===== config.mk =====
export PLATFORM = sky130hd
export DESIGN_NAME = uart_tx_feeder
export DESIGN_NICKNAME = d
export VERILOG_FILES = /design/src/rtl/uart_feed_pkg.sv /design/src/rtl/sync_byte_fifo.sv /design/src/rtl/uart_tx_feeder.sv
export SDC_FILE = /design/constraint.sdc
export NUM_CORES = 1
export LEC_CHECK = 0
export ABC_AREA = 1
export BUFFER_PORTS_ARGS = -buffer_cell sky130_fd_sc_hd__buf_2
export CAP_MARGIN = 10
export CORE_MARGIN = 4
export CORE_UTILIZATION = 40
export CTS_BUF_LIST = sky130_fd_sc_hd__clkbuf_4 sky130_fd_sc_hd__clkbuf_8
export DETAILED_ROUTE_END_ITERATION = 7
export GPL_ROUTABILITY_DRIVEN = 0
export SYNTH_ARGS = -nofsm -noshare
export SYNTH_HDL_FRONTEND = slang
export SYNTH_SLANG_ARGS = --single-unit

===== constraint.sdc =====
create_clock -name CLK -period 4.1 [get_ports CLK]
set_input_delay 0.205 -clock CLK [delete_from_list [all_inputs] [get_ports CLK]]
set_output_delay 0.205 -clock CLK [all_outputs]
set_load 0.1 [all_outputs]

===== src/rtl/uart_feed_pkg.sv =====
// Shared types and helpers for the UART transmit feeder.
// Latency: none (declarations only).
// Backpressure: n/a.
package uart_feed_pkg;

  localparam int BYTE_W = 8;

  typedef enum logic [2:0] {
    IDLE      = 3'd0,
    POP       = 3'd1,
    SEND      = 3'd2,
    WAIT_DONE = 3'd3,
    GAP       = 3'd4
  } feed_state_t;

  // Pointer width for a power-of-two FIFO; never narrower than one bit.
  function automatic int ptr_w(input int depth);
    return (depth > 1) ? $clog2(depth) : 1;
  endfunction

endpackage


===== src/rtl/sync_byte_fifo.sv =====
// Synchronous byte FIFO with exact occupancy count and registered read data.
// Latency: a write is visible on o_Empty/o_Level the cycle after its edge; read data lands on the pop edge.
// Backpressure: writes while full are dropped and flagged by a one-cycle o_Overflow pulse.
module sync_byte_fifo
  import uart_feed_pkg::*;
#(
  parameter int DEPTH = 16
) (
  input  logic                     CLK,
  input  logic                     i_Rst,
  input  logic                     i_Wr_DV,
  input  logic [BYTE_W-1:0]        i_Wr_Byte,
  input  logic                     i_Pop,
  output logic [BYTE_W-1:0]        o_Rd_Byte,
  output logic                     o_Full,
  output logic                     o_Empty,
  output logic [$clog2(DEPTH):0]   o_Level,
  output logic                     o_Overflow
);

  localparam int PW = ptr_w(DEPTH);
  localparam int LW = $clog2(DEPTH) + 1;

  logic [BYTE_W-1:0] mem [DEPTH];
  logic [PW-1:0]     wr_ptr;
  logic [PW-1:0]     rd_ptr;
  logic              wr_ok;
  logic              rd_ok;

  assign o_Full  = (o_Level == LW'(DEPTH));
  assign o_Empty = (o_Level == '0);
  assign wr_ok   = i_Wr_DV & ~o_Full;
  assign rd_ok   = i_Pop & ~o_Empty;

  // Storage array; contents need no reset because occupancy gates every read.
  always_ff @(posedge CLK) begin
    if (wr_ok) begin
      mem[wr_ptr] <= i_Wr_Byte;
    end
  end

  // Pointers wrap naturally because DEPTH is a power of two; level tracks the exact count.
  always_ff @(posedge CLK) begin
    if (i_Rst) begin
      wr_ptr     <= '0;
      rd_ptr     <= '0;
      o_Level    <= '0;
      o_Rd_Byte  <= '0;
      o_Overflow <= 1'b0;
    end else begin
      if (wr_ok) begin
        wr_ptr <= wr_ptr + PW'(1);
      end
      if (rd_ok) begin
        rd_ptr    <= rd_ptr + PW'(1);
        o_Rd_Byte <= mem[rd_ptr];
      end
      case ({wr_ok, rd_ok})
        2'b10:   o_Level <= o_Level + LW'(1);
        2'b01:   o_Level <= o_Level - LW'(1);
        default: o_Level <= o_Level;
      endcase
      o_Overflow <= i_Wr_DV & o_Full;
    end
  end

endmodule


===== src/rtl/uart_tx_feeder.sv =====
// Buffers producer bytes and issues them one at a time to a UART transmitter.
// Latency: write accepted at edge N into an idle, empty feeder strobes o_TX_DV in the cycle after edge N+2.
// Backpressure: waits for i_TX_Active low before each pop and for a Done rising edge after each strobe.
// Optional: define UART_FEED_GAP_EN to insert GAP_CLKS idle cycles after every completed frame.
module uart_tx_feeder
  import uart_feed_pkg::*;
#(
  parameter int DEPTH = 16
`ifdef UART_FEED_GAP_EN
  , parameter int GAP_CLKS = 16
`endif
) (
  input  logic                   CLK,
  input  logic                   i_Rst,
  input  logic                   i_Wr_DV,
  input  logic [7:0]             i_Wr_Byte,
  output logic                   o_Full,
  output logic                   o_Empty,
  output logic [$clog2(DEPTH):0] o_Level,
  output logic                   o_Overflow,
  output logic                   o_TX_DV,
  output logic [7:0]             o_TX_Byte,
  input  logic                   i_TX_Active,
  input  logic                   i_TX_Done,
  output logic                   o_Busy
);

  feed_state_t state_q;
  feed_state_t state_nxt;
  logic        done_q;
  logic        done_rise;
  logic        pop;

  sync_byte_fifo #(.DEPTH(DEPTH)) u_fifo (
    .CLK        (CLK),
    .i_Rst      (i_Rst),
    .i_Wr_DV    (i_Wr_DV),
    .i_Wr_Byte  (i_Wr_Byte),
    .i_Pop      (pop),
    .o_Rd_Byte  (o_TX_Byte),
    .o_Full     (o_Full),
    .o_Empty    (o_Empty),
    .o_Level    (o_Level),
    .o_Overflow (o_Overflow)
  );

  // Done edge register; resets high so a Done still asserted out of reset is not taken as an edge.
  always_ff @(posedge CLK) begin
    if (i_Rst) begin
      done_q <= 1'b1;
    end else begin
      done_q <= i_TX_Done;
    end
  end

  assign done_rise = i_TX_Done & ~done_q;

`ifdef UART_FEED_GAP_EN
  localparam int GW = $clog2(GAP_CLKS + 1);

  logic [GW-1:0] gap_cnt;
  logic          gap_last;

  assign gap_last = (gap_cnt == GW'(GAP_CLKS - 1));

  // Gap counter runs only while in GAP and restarts from zero on every entry.
  always_ff @(posedge CLK) begin
    if (i_Rst || (state_q != GAP)) begin
      gap_cnt <= '0;
    end else begin
      gap_cnt <= gap_cnt + GW'(1);
    end
  end
`endif

  // State register.
  always_ff @(posedge CLK) begin
    if (i_Rst) begin
      state_q <= IDLE;
    end else begin
      state_q <= state_nxt;
    end
  end

  // Next-state: only leave IDLE when the transmitter is free, only leave WAIT_DONE on a Done edge.
  always_comb begin
    state_nxt = state_q;
    case (state_q)
      IDLE:      if (!o_Empty && !i_TX_Active) state_nxt = POP;
      POP:       state_nxt = SEND;
      SEND:      state_nxt = WAIT_DONE;
`ifdef UART_FEED_GAP_EN
      WAIT_DONE: if (done_rise) state_nxt = GAP;
      GAP:       if (gap_last) state_nxt = IDLE;
`else
      WAIT_DONE: if (done_rise) state_nxt = IDLE;
`endif
      default:   state_nxt = IDLE;
    endcase
  end

  // Outputs decoded straight from the state register so the strobe is exactly one cycle.
  always_comb begin
    o_TX_DV = (state_q == SEND);
    pop     = (state_q == POP);
    o_Busy  = (state_q != IDLE);
  end

endmodule


==> summary.txt <==
Setup path
  • Levels on crit path: 15
  • Crit start category: flop
  • Worst reg2reg path depth: 15
  • CP peak stage delay: ~0.43 ns
  • Origin of the critical flop-to-flop path: u_fifo.o_Level[4]
  • CP Buf/Inv Count: 3
  • Worst r2r dst: u_fifo.o_Level[4]
  • Worst reg2reg setup slack: around 1.7 ns
  • Endpoint class of the critical path: flop
  • Req. time, crit path: 4.49 ns
  • Critical-path top delay cell: dfxtp_1
  • Critical Path AT: 2.81 ns
  • Crit-path leading delay family: simple AND/OR/NAND/NOR gates
  • Critical path's most frequent cell: nand2_1
  • Critical path cell sequence: inv_1 -> nand4_2 -> nand2_2 -> inv_2 -> ha_1 -> xor2_1 -> ha_1 -> inv_1 -> nand2_1 -> nand3_1 -> nand2_1 -> nand2_1 -> nand2_1 -> nand2_1 -> a21oi_1
  • Crit-path max FO: 21
  • WS Path Type: reg2reg

Yosys
  • Syn nets: 731
  • Yosys cell types: 25
  • YS warnings: 0
  • Mapped cell area: around 0.0068 mm^2
  • Mean Syn Cell Area: between 9 and 10 um^2
  • Sequential share of the synthesized area: 63.7%
  • #FFs+latches synth: 153
  • Mapped Cells: 704

Global route
  • Vias in the first global route: 4474
  • GRT overflow: 0
  • First-pass GRT wire length: roughly 24000 um
  • Total track usage: 16.1%
  • Initial antenna violation count: 0
  • Largest net degree at the start of global routing: 67

STA
  • Final min period: 2.42 ns
  • Max-slew violation count: 0
  • Setup TNS: 0 ns
  • Peak Freq: around 410 MHz
  • Final Cycle Share: 59.0%
  • Hold Vio Cnt, Final: 0
  • RSZ-0062 raised after global routing: no
  • Final setup fails: 0
  • Clock Skew: around 0.012 ns
  • Final worst setup slack: 1.68 ns
  • Hold slack: between 0.1 and 0.15 ns
  • Worst-Margin Slew: 0.992 ns
  • Rel. slew slack: between 30% and 40%

Clock tree
  • Clock Path Buffers: 2
  • Post-cts gate resize count: 0
  • CTS Buf Count: 17
  • CTS HTree Levels: 4
  • Hold-fix buffers, CTS: 2
  • CTS tree: yes
  • CTS root buf: clkbuf_8
  • Postcts setup bufs: 0
  • CTS Sinks: ~150
  • Clk_lat worst skew: 0.45 ns
  • Clock transition at the registers of the reported paths: 0.08 ns

Power and ir drop
  • Leak pwr: 3.26 nW
  • Switching pwr: 1.92 mW
  • Pint: around 2.8 mW
  • Maximum VDD drop: 0.444 mV
  • PD cells: 622 mW/mm^2
  • Clock power share: 24.1%
  • Pwr Total: around 4.7 mW
  • Sw frac: approximately two fifths
  • Gate power share: 36.4%
  • Sequential share of power: 39.5%

Placed design
  • Port buffer count: 30
  • Hpwl dp: 9530 um
  • Placed cell area: 0.00711 mm^2
  • Placement Setup Slack: 1.70 ns

Route
  • Remaining DRCs: 0
  • Antenna Nets Post-Route: 0
  • Initial DRC Count: around 380
  • WL/cell: between 15 and 20 um
  • Via Count: between 4000 and 5000
  • Initial DRT Pass Iterations: 5
  • Final WL: roughly 15000 um
  • Vias per std cell: 4.80

Flow run
  • Max-cap violations: 0

Layout
  • Layout cells sized above 1: under 10%
  • Area grow syn2layout: 10.2%
  • Fin area: 0.00751 mm^2
  • Fin nets: 758
  • Diodes inserted: 0

Worst hold path
  • Hold path start: i_Rst
  • Hold Crit Class: in2reg
  • Worst Hold Path EP: u_fifo.o_Level[0]
  • Hold Path Cell Cnt: 2

Floorplanning
  • # IOs: 31
  • Row count: 47
  • Core area: 0.0166 mm^2
  • Starting density of the core: 41.0%
  • Die W: 139 um
  • Die Area: 0.0192 mm^2
  • Die Height: between 100 and 150 um

Run status
  • Outcome: finished, final reports clean
through the flow:
step	util, %	std cells
floorplan	-	704
global placement	42.7	930
detailed placement	42.7	930
CTS	45.1	963
global route	45.1	963
finish	45.1	963
how the worst max path moves through the flow:
| stage | from | endpoint |
|---|---|---|
| 4_1_cts | u_fifo.o_Level[4] | u_fifo.o_Level[4] |
| 5_1_grt | u_fifo.o_Level[4] | u_fifo.o_Level[4] |
| 3_5_place_dp | u_fifo.o_Level[4] | u_fifo.o_Level[4] |
| 6_report | u_fifo.o_Level[4] | u_fifo.o_Level[4] |
| 2_1_floorplan | u_fifo.o_Level[2] | u_fifo.o_Level[4] |
| 3_3_place_gp | u_fifo.o_Level[4] | u_fifo.o_Level[4] |
synth_stat cells:
library cell,number,area [um^2]
nand3b_1,1,7.51
inv_2,3,11.3
clkinv_1,2,7.51
nor2_1,43,161
buf_6,2,22.5
buf_2,14,70.1
a21boi_0,1,7.51
a21oi_1,10,50.1
o21ai_0,9,45.0
o21bai_1,1,7.51
xnor2_1,1,8.76
xor2_1,5,43.8
nand4_2,2,25.0
inv_1,97,364
nand2_1,233,875
nand2_2,3,18.8
nor2_2,1,6.26
clkbuf_1,4,15.0
ha_1,14,175
nor3b_2,1,12.5
dfxtp_1,25,500
nand3_1,95,475
buf_4,8,60.1
edfxtp_1,128,3840
buf_1,1,3.75
cell usage in the layout (no fill, tap or decap), drive strengths merged:
cell         instances
xor2                 5
inv                100
clkinv              10
a21boi               1
dfxtp               25
nor2                44
buf                 35
bufinv               3
a21oi               10
clkbuf              19
nand3               95
dlygate4sd3          2
nand4                2
clkinvlp             1
nand2              236
edfxtp             128
o21ai                9
nand3b               1
o21bai               1
ha                  14
xnor2                1
nor3b                1
layer usage:
metal,vias up,routed length (um),track usage [%]
li1,2310,-,-
met1,2222,6840,21.3
met2,76,7300,26.6
met3,19,539,3.45
met4,0,260,5.41
met5,-,0,0
final cells by class:
cell class / instances / area [um^2]
Tap cell: 220 / 275
Clock buffer: 19 / 249
Sequential cell: 153 / 4350
Fill cell: 1576 / 9130
Inverter: 102 / 383
Clock inverter: 12 / 133
Multi-Input combinational cell: 420 / 1920
Timing Repair Buffer: 37 / 208
logic make-up (layout without fill, tap and decap cells):
kind of cell / count (synthesis) / count (layout) / synth area share, %
AOI/OAI and AO/OA: 21 / 21 / 1.62
xor gates and xnor gates: 6 / 6 / 0.771
adders and majority gates: 14 / 14 / 2.57
buffers and inverters: 131 / 170 / 8.13
DFF: 153 / 153 / 63.7
and+or+nand+nor: 379 / 379 / 23.2
flip-flops by register name, indices dropped and copies added, names as in the netlist:
| name | flops |
|---|---|
| u_fifo.o_Level | 5 |
| u_fifo.wr_ptr | 4 |
| u_fifo.mem | 128 |
| u_fifo.o_Rd_Byte | 8 |
| state_q | 2 |
| u_fifo.o_Overflow | 1 |
| done_q | 1 |
| u_fifo.rd_ptr | 4 |
worst register-to-register path, cell delays in order, from the launching register on:
cell	delay, ns
dfxtp_1	0.43
inv_1	0.08
nand4_2	0.13
nand2_2	0.11
inv_2	0.27
ha_1	0.34
xor2_1	0.21
ha_1	0.18
inv_1	0.04
nand2_1	0.10
nand3_1	0.11
nand2_1	0.08
nand2_1	0.05
nand2_1	0.07
nand2_1	0.05
a21oi_1	0.10
power by group through the flow:
stage | clock, mW | sequential, mW | combinational (mW)
CTS | 1.14 | 1.84 | 1.72
global route | 1.23 | 1.85 | 1.87
floorplan | 0 | 2.25 | 1.00
detailed placement | 0 | 1.88 | 1.71
finish | 1.13 | 1.84 | 1.70
global placement | 0 | 1.87 | 1.68
Note: power is estimated with default switching activity, not from simulation.
